## config.mk

```make
export PLATFORM = sky130hd
export DESIGN_NAME = sram_dpram_block_fetcher_flat
export DESIGN_NICKNAME = d
export VERILOG_FILES = /design/src/rtl/sram_dpram_block_fetcher_pkg.sv /design/src/rtl/sram_dpram_block_fetcher_if.sv /design/src/rtl/sram_dpram_block_fetcher_addr_gen.sv /design/src/rtl/sram_dpram_block_fetcher.sv /design/src/flat_wrapper.sv
export SDC_FILE = /design/constraint.sdc
export NUM_CORES = 1
export LEC_CHECK = 0
export CORE_MARGIN = 4
export CORE_UTILIZATION = 51
export DETAILED_ROUTE_END_ITERATION = 16
export PLACE_DENSITY = 0.86
export SYNTH_ARGS = -nofsm -noshare
export SYNTH_HDL_FRONTEND = slang
export SYNTH_HIERARCHICAL = 1
export SYNTH_SLANG_ARGS = --single-unit
```

## constraint.sdc

```tcl
create_clock -name Clock_50 -period 3.16 [get_ports Clock_50]
set_clock_uncertainty 0.1 [all_clocks]
set_input_delay 0.632 -clock Clock_50 [delete_from_list [all_inputs] [get_ports Clock_50]]
set_output_delay 0.632 -clock Clock_50 [all_outputs]
set_load 0.05 [all_outputs]
```

## src/rtl/sram_dpram_block_fetcher_pkg.sv

```systemverilog
// Shared types and widths for the SRAM -> DP-RAM 8x8 block fetcher.
package sram_dpram_block_fetcher_pkg;

  localparam int SRAM_AW = 18;
  localparam int SRAM_DW = 16;
  localparam int DP_AW   = 7;
  localparam int DP_DW   = 32;
  localparam int ELEM_W  = 6;

  typedef enum logic [1:0] {
    S_FS_IDLE,
    S_FS_ISSUE,
    S_FS_DRAIN,
    S_FS_DONE
  } fetch_state_type;

  typedef logic [ELEM_W-1:0] elem_idx_t;

  function automatic logic is_last_elem(input elem_idx_t n);
    return n == {ELEM_W{1'b1}};
  endfunction

endpackage

```

## src/rtl/sram_dpram_block_fetcher_if.sv

```systemverilog
// Handshake, SRAM read port and DP-RAM write port of the block fetcher.
interface sram_dpram_block_fetcher_if;
  import sram_dpram_block_fetcher_pkg::*;

  logic               start;
  logic               busy;
  logic               done;
  logic               plane_done;
  logic [SRAM_AW-1:0] SRAM_address;
  logic [SRAM_DW-1:0] SRAM_read_data;
  logic [DP_AW-1:0]   DP_RAM_Address;
  logic [DP_DW-1:0]   DP_RAM_Write_Data;
  logic               DP_RAM_we;

  modport master (
    output start, SRAM_read_data,
    input  busy, done, plane_done, SRAM_address,
    input  DP_RAM_Address, DP_RAM_Write_Data, DP_RAM_we
  );

  modport slave (
    input  start, SRAM_read_data,
    output busy, done, plane_done, SRAM_address,
    output DP_RAM_Address, DP_RAM_Write_Data, DP_RAM_we
  );

endinterface

```

## src/rtl/sram_dpram_block_fetcher_addr_gen.sv

```systemverilog
// Block position counters and raster SRAM address walk inside one 8x8 block.
module sram_block_addr_gen
  import sram_dpram_block_fetcher_pkg::*;
#(
  parameter logic [SRAM_AW-1:0] SRAM_BASE  = 18'd0,
  parameter int                 ROW_STRIDE = 320,
  parameter int                 BLOCK_COLS = 40,
  parameter int                 BLOCK_ROWS = 30
) (
  input  logic               Clock_50,
  input  logic               reset,
  input  logic               load,
  input  logic               advance,
  input  logic               next_block,
  output elem_idx_t          elem_idx,
  output logic               last_block,
  output logic [SRAM_AW-1:0] SRAM_address
);

  localparam int COL_W = (BLOCK_COLS > 1) ? $clog2(BLOCK_COLS) : 1;
  localparam int ROW_W = (BLOCK_ROWS > 1) ? $clog2(BLOCK_ROWS) : 1;
  localparam logic [SRAM_AW-1:0] STRIDE       = SRAM_AW'(ROW_STRIDE);
  localparam logic [SRAM_AW-1:0] BLOCK_STRIDE = SRAM_AW'(8 * ROW_STRIDE);

  logic [COL_W-1:0]   block_col;
  logic [ROW_W-1:0]   block_row;
  logic [SRAM_AW-1:0] block_origin;
  logic [SRAM_AW-1:0] block_row_origin;
  logic [SRAM_AW-1:0] row_base;

  assign last_block = (block_col == COL_W'(BLOCK_COLS - 1)) &&
                      (block_row == ROW_W'(BLOCK_ROWS - 1));

  // Origins are kept as running sums so no multiplier is needed.
  always_ff @(posedge Clock_50 or posedge reset) begin
    if (reset) begin
      block_col        <= '0;
      block_row        <= '0;
      block_origin     <= SRAM_BASE;
      block_row_origin <= SRAM_BASE;
    end else if (next_block) begin
      if (block_col == COL_W'(BLOCK_COLS - 1)) begin
        block_col <= '0;
        if (block_row == ROW_W'(BLOCK_ROWS - 1)) begin
          block_row        <= '0;
          block_origin     <= SRAM_BASE;
          block_row_origin <= SRAM_BASE;
        end else begin
          block_row        <= block_row + ROW_W'(1);
          block_origin     <= block_row_origin + BLOCK_STRIDE;
          block_row_origin <= block_row_origin + BLOCK_STRIDE;
        end
      end else begin
        block_col    <= block_col + COL_W'(1);
        block_origin <= block_origin + SRAM_AW'(8);
      end
    end
  end

  always_ff @(posedge Clock_50 or posedge reset) begin
    if (reset) begin
      row_base     <= SRAM_BASE;
      SRAM_address <= SRAM_BASE;
      elem_idx     <= '0;
    end else if (load) begin
      row_base     <= block_origin;
      SRAM_address <= block_origin;
      elem_idx     <= '0;
    end else if (advance) begin
      elem_idx <= elem_idx + ELEM_W'(1);
      if (elem_idx[2:0] == 3'd7) begin
        row_base     <= row_base + STRIDE;
        SRAM_address <= row_base + STRIDE;
      end else begin
        SRAM_address <= SRAM_address + SRAM_AW'(1);
      end
    end
  end

endmodule

```

## src/rtl/sram_dpram_block_fetcher.sv

```systemverilog
// Fetches one 8x8 block of 16-bit SRAM samples and packs sample pairs into 32 DP-RAM words.
module sram_dpram_block_fetcher
  import sram_dpram_block_fetcher_pkg::*;
#(
  parameter logic [SRAM_AW-1:0] SRAM_BASE    = 18'd0,
  parameter int                 ROW_STRIDE   = 320,
  parameter int                 BLOCK_COLS   = 40,
  parameter int                 BLOCK_ROWS   = 30,
  parameter logic [DP_AW-1:0]   DP_BASE      = 7'd0,
  parameter int                 SRAM_LATENCY = 3
) (
  input  logic                        Clock_50,
  input  logic                        reset,
  sram_dpram_block_fetcher_if.slave   bus
);

  fetch_state_type state, state_next;

  logic      load, advance, next_block, last_block;
  elem_idx_t elem_idx;

  logic [SRAM_LATENCY-1:0] pipe_valid;
  elem_idx_t               pipe_idx [SRAM_LATENCY];
  logic                    cap_valid;
  elem_idx_t               cap_idx;

  logic [SRAM_DW-1:0] hold;
  logic [DP_AW-1:0]   dp_addr;
  logic [DP_DW-1:0]   dp_data;
  logic               dp_we;

  sram_block_addr_gen #(
    .SRAM_BASE  (SRAM_BASE),
    .ROW_STRIDE (ROW_STRIDE),
    .BLOCK_COLS (BLOCK_COLS),
    .BLOCK_ROWS (BLOCK_ROWS)
  ) u_addr_gen (
    .Clock_50     (Clock_50),
    .reset        (reset),
    .load         (load),
    .advance      (advance),
    .next_block   (next_block),
    .elem_idx     (elem_idx),
    .last_block   (last_block),
    .SRAM_address (bus.SRAM_address)
  );

  always_ff @(posedge Clock_50 or posedge reset) begin
    if (reset) state <= S_FS_IDLE;
    else       state <= state_next;
  end

  always_comb begin
    state_next     = state;
    load           = 1'b0;
    advance        = 1'b0;
    next_block     = 1'b0;
    bus.busy       = 1'b0;
    bus.done       = 1'b0;
    bus.plane_done = 1'b0;
    case (state)
      S_FS_IDLE: begin
        if (bus.start) begin
          load       = 1'b1;
          state_next = S_FS_ISSUE;
        end
      end
      S_FS_ISSUE: begin
        bus.busy = 1'b1;
        advance  = 1'b1;
        if (is_last_elem(elem_idx)) state_next = S_FS_DRAIN;
      end
      S_FS_DRAIN: begin
        bus.busy = 1'b1;
        if (pipe_valid == '0) state_next = S_FS_DONE;
      end
      S_FS_DONE: begin
        bus.done       = 1'b1;
        bus.plane_done = last_block;
        next_block     = 1'b1;
        state_next     = S_FS_IDLE;
      end
      default: state_next = S_FS_IDLE;
    endcase
  end

  // A tag enters while its address is on the bus and leaves when the SRAM data is valid.
  always_ff @(posedge Clock_50 or posedge reset) begin
    if (reset) begin
      pipe_valid <= '0;
      for (int i = 0; i < SRAM_LATENCY; i++) pipe_idx[i] <= '0;
    end else begin
      pipe_valid[0] <= advance;
      pipe_idx[0]   <= elem_idx;
      for (int i = 1; i < SRAM_LATENCY; i++) begin
        pipe_valid[i] <= pipe_valid[i-1];
        pipe_idx[i]   <= pipe_idx[i-1];
      end
    end
  end

  assign cap_valid = pipe_valid[SRAM_LATENCY-1];
  assign cap_idx   = pipe_idx[SRAM_LATENCY-1];

  always_ff @(posedge Clock_50 or posedge reset) begin
    if (reset) begin
      hold    <= '0;
      dp_addr <= DP_BASE;
      dp_data <= '0;
      dp_we   <= 1'b0;
    end else begin
      dp_we <= 1'b0;
      if (cap_valid) begin
        if (!cap_idx[0]) begin
          hold <= bus.SRAM_read_data;
        end else begin
          dp_data <= {hold, bus.SRAM_read_data};
          dp_addr <= DP_BASE + DP_AW'(cap_idx[ELEM_W-1:1]);
          dp_we   <= 1'b1;
        end
      end
    end
  end

  assign bus.DP_RAM_Address    = dp_addr;
  assign bus.DP_RAM_Write_Data = dp_data;
  assign bus.DP_RAM_we         = dp_we;

endmodule

```

## src/flat_wrapper.sv

```systemverilog
// flat-port wrapper written by rule: the top's interface ports become plain ports
module sram_dpram_block_fetcher_flat import sram_dpram_block_fetcher_pkg::*;
#(
  parameter logic [SRAM_AW-1:0] SRAM_BASE    = 18'd0,
  parameter int                 ROW_STRIDE   = 320,
  parameter int                 BLOCK_COLS   = 40,
  parameter int                 BLOCK_ROWS   = 30,
  parameter logic [DP_AW-1:0]   DP_BASE      = 7'd0,
  parameter int                 SRAM_LATENCY = 3
)
  (Clock_50, reset, bus_start, bus_SRAM_read_data, bus_busy, bus_done, bus_plane_done, bus_SRAM_address, bus_DP_RAM_Address, bus_DP_RAM_Write_Data, bus_DP_RAM_we);
  sram_dpram_block_fetcher_if bus_i ();
  input  logic Clock_50;
  input  logic reset;
  input wire logic [$bits(bus_i.start)-1:0] bus_start;
  input wire logic [$bits(bus_i.SRAM_read_data)-1:0] bus_SRAM_read_data;
  output wire logic [$bits(bus_i.busy)-1:0] bus_busy;
  output wire logic [$bits(bus_i.done)-1:0] bus_done;
  output wire logic [$bits(bus_i.plane_done)-1:0] bus_plane_done;
  output wire logic [$bits(bus_i.SRAM_address)-1:0] bus_SRAM_address;
  output wire logic [$bits(bus_i.DP_RAM_Address)-1:0] bus_DP_RAM_Address;
  output wire logic [$bits(bus_i.DP_RAM_Write_Data)-1:0] bus_DP_RAM_Write_Data;
  output wire logic [$bits(bus_i.DP_RAM_we)-1:0] bus_DP_RAM_we;
  assign bus_i.start = bus_start;
  assign bus_i.SRAM_read_data = bus_SRAM_read_data;
  assign bus_busy = bus_i.busy;
  assign bus_done = bus_i.done;
  assign bus_plane_done = bus_i.plane_done;
  assign bus_SRAM_address = bus_i.SRAM_address;
  assign bus_DP_RAM_Address = bus_i.DP_RAM_Address;
  assign bus_DP_RAM_Write_Data = bus_i.DP_RAM_Write_Data;
  assign bus_DP_RAM_we = bus_i.DP_RAM_we;
  sram_dpram_block_fetcher #(.SRAM_BASE(SRAM_BASE), .ROW_STRIDE(ROW_STRIDE), .BLOCK_COLS(BLOCK_COLS), .BLOCK_ROWS(BLOCK_ROWS), .DP_BASE(DP_BASE), .SRAM_LATENCY(SRAM_LATENCY)) u_core (.Clock_50(Clock_50), .reset(reset), .bus(bus_i));
endmodule
```

==> out/results.ini, run 1 <==
[worst_setup_path]
slowest_delay_ns=0.54
path_cells=nor4bb_1 -> nand2_1 -> buf_4 -> nor2_1 -> and2_1 -> buf_4
cp.required_ns=2.43
cp_top_family=simple AND/OR/NAND/NOR gates
cp_num_buf_inv=2
crit_path_end_kind=output port
cp.arrival_ns=2.08
startpoint_type=flip-flop
crit_top_cell=buf_4
cp_slowest_cell=nor4bb_1
crit_type=flip-flop to output port
crit_path_max_fanout=11

[floorplan]
chipHeight_um=130
die_area_um2=17000
core_um2=14600
ioPinCount=80
initial_utilization_pct=52.3
std_cell_rows=44
die_width_um=130

[yosys]
synth_area_per_cell_um2=11.1
yosysSeqAreaShare_pct=54.5
synth_cells=689
synth_most_common_cell=dfrtp_1
ys_top_cells_by_count=166 x dfrtp_1, 68 x nand2_1, 54 x nor2_1
ys_warn_count=6
yosysTopAreaCellShare_pct=54.5
synth_edf_count=0
synth_area_um2=7620
synth_cell_types=55
async_reset_ff_share_pct=100
synth-seq-cells=166
synth_top_cell_by_area=dfrtp_1
synth_area_leaders=dfrtp_1 54%, mux2_4 5.7%, mux2_2 4.1%, nand2_1 3.3%, o21ai_0 3.0%
synthFlopType=dfrtp_1

[sta]
slew_headroom_pct=57.3
setup_viol=0
finalCritPeriodShare_pct=89.0
grt_setup_unrepaired=no
worst_slew_pin_slew_ns=0.635
period_minus_slack_ns=2.81
finalHoldViolCount=0
drv_slew=0
setup-tns-final_ns=0
timing.fmax_ghz=0.356

[route]
vias=5419
first_pass_iters=5
via_per_inst=5.65
ant_nets=0
first_iter_violations=411
wl_mm=16.5
routedWlPerCell_um=17.2
drc_errors=0

[clock_network]
cts_max_path_buffers=2
cts.sinks=166
path_clk_slew_ns=0.07
cts_made_buffers=17
hold_buffers=0
htreeDepth=4
cts-root-buf=clkbuf_16
postCtsSetupBuffers=0
cts-resized-gates=0
cts_tree=done
clk_latency_ns=0.43

[placed_design]
gp_congestion=0.922
dp_hpwl_mm=11.3
io_buffers=77
postPlaceCellArea_um2=8570

[final_layout]
final_layout_size_suffix_gt1_share_pct=14.5
final_cell_area_um2=9130
antennaDiodeCount=0
nets=796
nFillCells=1096
area_growth_pct=19.8

[global_route]
grtUsageTotal_pct=19.9
grt_pass1_wl_mm=26.5
gr-total-overflow=0
grt_max_degree=78
antenna_found_initial=0
grt_pass1_vias=5163

[run_status]
status=finished, final reports clean

[run]
maxCapViolCount=0

[worst_hold_path]
hp-class=flip-flop to flip-flop

[power_and_ir_drop]
ir_drop_uv=550
power_leakage_nw=4.10
power_density_nw_per_um2=1010

-- final cells by class --
class,instances,area (um2),share of cell area [%]
Tap cell,184,230,2.52
Sequential cell,166,4150,45.5
Clock inverter,14,140,1.53
Timing Repair Buffer,90,891,9.76
Clock buffer,17,425,4.66
Multi-Input combinational cell,467,3210,35.2
Inverter,21,80.1,0.877
-- where the power goes --
part	leakage (nW)	internal, mW	switching, mW
Combinational	1.69	1.55	2.32
Sequential	2.14	2.79	0.587
Clock	0.267	1.10	0.885
-- metrics by stage --
stage	util (%)	worst slack, ns	cells	hold WS (ns)	power, mW
global route	62.6	0.184	959	0.251	9.70
CTS	62.6	0.326	959	0.248	9.29
detailed placement	58.7	0.679	928	0.236	7.24
finish	62.6	0.349	959	0.242	9.24
floorplan	-	0.121	690	0.231	6.08
global placement	58.7	0.722	928	0.232	7.07
-- cells by family after synthesis --
group / count (synthesis) / share of synthesized area [%]
simple gates: 221 / 13.9
flops: 166 / 54.5
compound gates: 122 / 9.85
mux: 65 / 10.9
buf+inv: 57 / 3.53
xor+xnor: 43 / 4.94
fa+ha+maj: 14 / 2.30
other cells: 1 / 0.0492
-- state kept, by name, summed over array words and instances (netlist names) --
register / count
u_core/bus.DP_RAM_Write_Data: 32
u_core/u_addr_gen/SRAM_address: 18
u_core/u_addr_gen/block_origin: 18
u_core/u_addr_gen/block_row_origin: 18
u_core/u_addr_gen/row_base: 18
u_core/hold: 16
u_core/pipe_idx: 12
u_core/cap_idx: 6
u_core/u_addr_gen/block_col: 6
u_core/u_addr_gen/elem_idx: 6
u_core/bus.DP_RAM_Address: 5
u_core/u_addr_gen/block_row: 5
u_core/pipe_valid: 3
u_core/state: 2
u_core/bus.DP_RAM_we: 1
-- layer usage --
metal	up-vias	part of all wire, %	global-route usage [%]
met5	-	0	0
met4	0	1.3	5.50
met3	22	5.6	5.24
met2	160	50	32.9
met1	2669	43	26.0
li1	2568	-	-
-- final timing paths --
check                      depth (start not counted)                           start  slack, ns                                     end
max in group asynchronous                          3                           reset       1.75  u_core/u_addr_gen/block_row_origin[14]
min in group asynchronous                          2                           reset       0.50      u_core/u_addr_gen/SRAM_address[13]
min reg2reg                                        0             u_core/pipe_idx[16]       0.24                     u_core/pipe_idx[10]
max reg2reg                                        7                 u_core/state[1]       0.79          u_core/u_addr_gen/row_base[15]
min                                                0             u_core/pipe_idx[16]       0.24                     u_core/pipe_idx[10]
max                                                6  u_core/u_addr_gen/block_col[3]       0.35                          bus_plane_done
-- cells in the final DEF (no fill, tap or decap), types with 19 or more instances in the layout --
| cell type | netlist | layout |
|---|---|---|
| a21oi_1 | 28 | 28 |
| clkdlybuf4s50_1 | 0 | 76 |
| dfrtp_1 | 166 | 166 |
| inv_1 | 21 | 19 |
| mux2_2 | 28 | 28 |
| mux2_4 | 29 | 29 |
| nand2_1 | 68 | 67 |
| nand3_1 | 25 | 25 |
| nor2_1 | 54 | 54 |
| o21ai_0 | 46 | 46 |
| xor2_1 | 26 | 26 |
No activity file was read; power rests on OpenSTA's default activity.
==> inputs of run 2 (changes only) <==
- CORE_ASPECT_RATIO: not set -> 0.75
==> run 2 against run 1 <==
Clock power rose by 5%. Sequential share of layout area fell by 0.47 points. Cell count rose by 2.3%. Die area rose by 0.12%. Count of clock-buffer cells in the layout did not move. Register-to-register slack improved by 0.03 ns. Via count rose by 2.4%. Largest cell class unchanged.
==> out/results.ini, run 2 (same netlist as run 1, synthesis figures left out) <==
[floorplan]
die_area_um2=17000  ; +0.12%
chipHeight_um=114  ; -13%
core_um2=14500  ; -0.27%
std_cell_rows=38  ; -14%
die_width_um=149  ; +15%
ioPinCount=80  ; unchanged
initial_utilization_pct=52.4  ; +0.14 points

[clock_network]
cts_max_path_buffers=2  ; unchanged
path_clk_slew_ns=0.07  ; about the same
cts_made_buffers=17  ; unchanged
htreeDepth=4  ; unchanged
clk_latency_ns=0.42  ; about the same
cts-resized-gates=0  ; unchanged
cts_tree=done
cts-root-buf=clkbuf_16
hold_buffers=0  ; unchanged
cts.sinks=166  ; unchanged
postCtsSetupBuffers=0  ; unchanged

[worst_setup_path]
cp.required_ns=2.43  ; about the same
crit_end=bus_busy
startpoint_type=flip-flop
rrSetupSlack_ns=0.82  ; +0.03 ns
worst_r2r_path_depth=7  ; unchanged
r2r-start=u_core/u_addr_gen/elem_idx[0]
crit_path_end_kind=output port
rr_endpoint=u_core/u_addr_gen/row_base[17]
startpoint=u_core/state[0]
cp.arrival_ns=2.05  ; -0.03 ns
crit_path_max_fanout=4  ; -7
crit_type=flip-flop to output port

[route]
top_layer_used=met4
via_per_inst=5.66  ; +0.14%
drc_errors=0  ; unchanged
wl_mm=17.6  ; +6.7%
ant_nets=0  ; unchanged
routed-wl-met2_mm=8.10  ; -2.3%
first_pass_iters=5  ; unchanged
first_iter_violations=608  ; +48%
vias=5551  ; +2.4%
routedWlPerCell_um=17.9  ; +4.3%
wl_met1_mm=7.72  ; +9.4%
met3_length_mm=1.59  ; +73%

[final_layout]
layout_commonest_cell=dfrtp_1
layout_common_cells=166 x dfrtp_1, 75 x clkdlybuf4s50_1, 67 x nand2_1, 54 x nor2_1, 46 x o21ai_0
largest_reg_flops=32  ; unchanged
antennaDiodeCount=0  ; unchanged
final_cell_area_um2=9230  ; +1.1%
nets=801  ; +0.63%
final_layout_size_suffix_gt1_share_pct=15.2  ; +0.79 points
area_growth_pct=21.0

[sta]
period_minus_slack_ns=2.78  ; -0.0327 ns
finalWorstSetupSlack_ns=0.381  ; +0.0327 ns
grt_setup_unrepaired=no
finalHoldViolCount=0  ; unchanged
timing.fmax_ghz=0.360  ; +1.2%
fin_hold_ws_ns=0.248  ; +0.00602 ns
drv_slew=0  ; unchanged
setup_viol=0  ; unchanged
slew_headroom_pct=51.0  ; -6.2 points
worst_slew_pin_slew_ns=0.732  ; +0.0966 ns
finalCritPeriodShare_pct=87.9  ; -1.0 points
setup-tns-final_ns=0  ; unchanged

[global_route]
grt_pass1_vias=5718  ; +11%
grt_pass1_wl_mm=29.4  ; +11%
antenna_found_initial=0  ; unchanged
grtUsageTotal_pct=21.6  ; +1.7 points
grt_max_degree=57  ; -27%
gr-total-overflow=0  ; unchanged

[placed_design]
dp_hpwl_mm=12.1  ; +7.1%
pre_cts_ws_ns=0.634  ; -0.0452 ns
io_buffers=77  ; unchanged
gp_congestion=0.895  ; -2.9%
postPlaceCellArea_um2=8620  ; +0.64%

[run_status]
status=finished, final reports clean

[power_and_ir_drop]
ir_drop_uv=433  ; -21%
power_leakage_nw=4.15  ; +1.2%
power_density_nw_per_um2=1010  ; about the same

[worst_hold_path]
hp-class=flip-flop to flip-flop

[run]
maxCapViolCount=0  ; unchanged

-- run 2: cell types whose count changed in the layout (fill, tap and decap cells not counted), sizes merged --
cell,previous run,this run
clkdlybuf4s50,76,75
buf,14,20
bufinv,1,0
clkinv,2,7
clkinvlp,4,1
-- run 2: worst max-delay path, stage by stage, from the launching register on --
cell and delay, ns:
dfrtp_1 0.38, inv_1 0.10, ha_1 0.31, clkdlybuf4s50_1 0.83
-- run 2: layout make-up --
type / count / area [um2]
Inverter: 21 / 80.1
Tap cell: 200 / 250
Clock buffer: 17 / 425
Fill cell: 1109 / 5320
Multi-Input combinational cell: 467 / 3210
Timing Repair Buffer: 95 / 926
Clock inverter: 15 / 181
Sequential cell: 166 / 4150
-- run 2: worst min path at each step --
| stage | to | cells past startpoint | from | slack [ns] |
|---|---|---|---|---|
| 5_1_grt | u_core/cap_idx[2] | 0 | u_core/pipe_idx[8] | 0.26 |
| 6_report | u_core/cap_idx[2] | 0 | u_core/pipe_idx[8] | 0.25 |
| 4_1_cts | u_core/cap_idx[2] | 0 | u_core/pipe_idx[8] | 0.25 |
| 3_5_place_dp | u_core/pipe_idx[10] | 0 | u_core/pipe_idx[16] | 0.24 |
| 3_3_place_gp | u_core/cap_idx[0] | 0 | u_core/pipe_idx[6] | 0.23 |
| 2_1_floorplan | u_core/cap_idx[0] | 0 | u_core/pipe_idx[6] | 0.23 |
-- run 2: per-stage QoR --
stage	utilization [%]	total power, mW	instances
after floorplan	-	6.08	690
after global placement	59.3	7.10	949
after detailed placement	59.3	7.24	949
after CTS	63.4	9.37	981
after global routing	63.4	9.80	981
final	63.4	9.33	981
-- run 2: routing by layer --
metal	vias to the layer above	track usage (%)
met2	252	34.2
li1	2577	-
met3	26	6.00
met1	2696	29.7
met5	-	0
met4	0	5.37
-- run 2: power by group --
| group | internal, mW | leakage (nW) | switching, mW | total (mW) |
|---|---|---|---|---|
| Sequential | 2.79 | 2.14 | 0.574 | 3.36 |
| Combinational | 1.55 | 1.71 | 2.34 | 3.89 |
| Clock | 1.08 | 0.293 | 1.00 | 2.08 |
| Total | 5.42 | 4.15 | 3.91 | 9.33 |
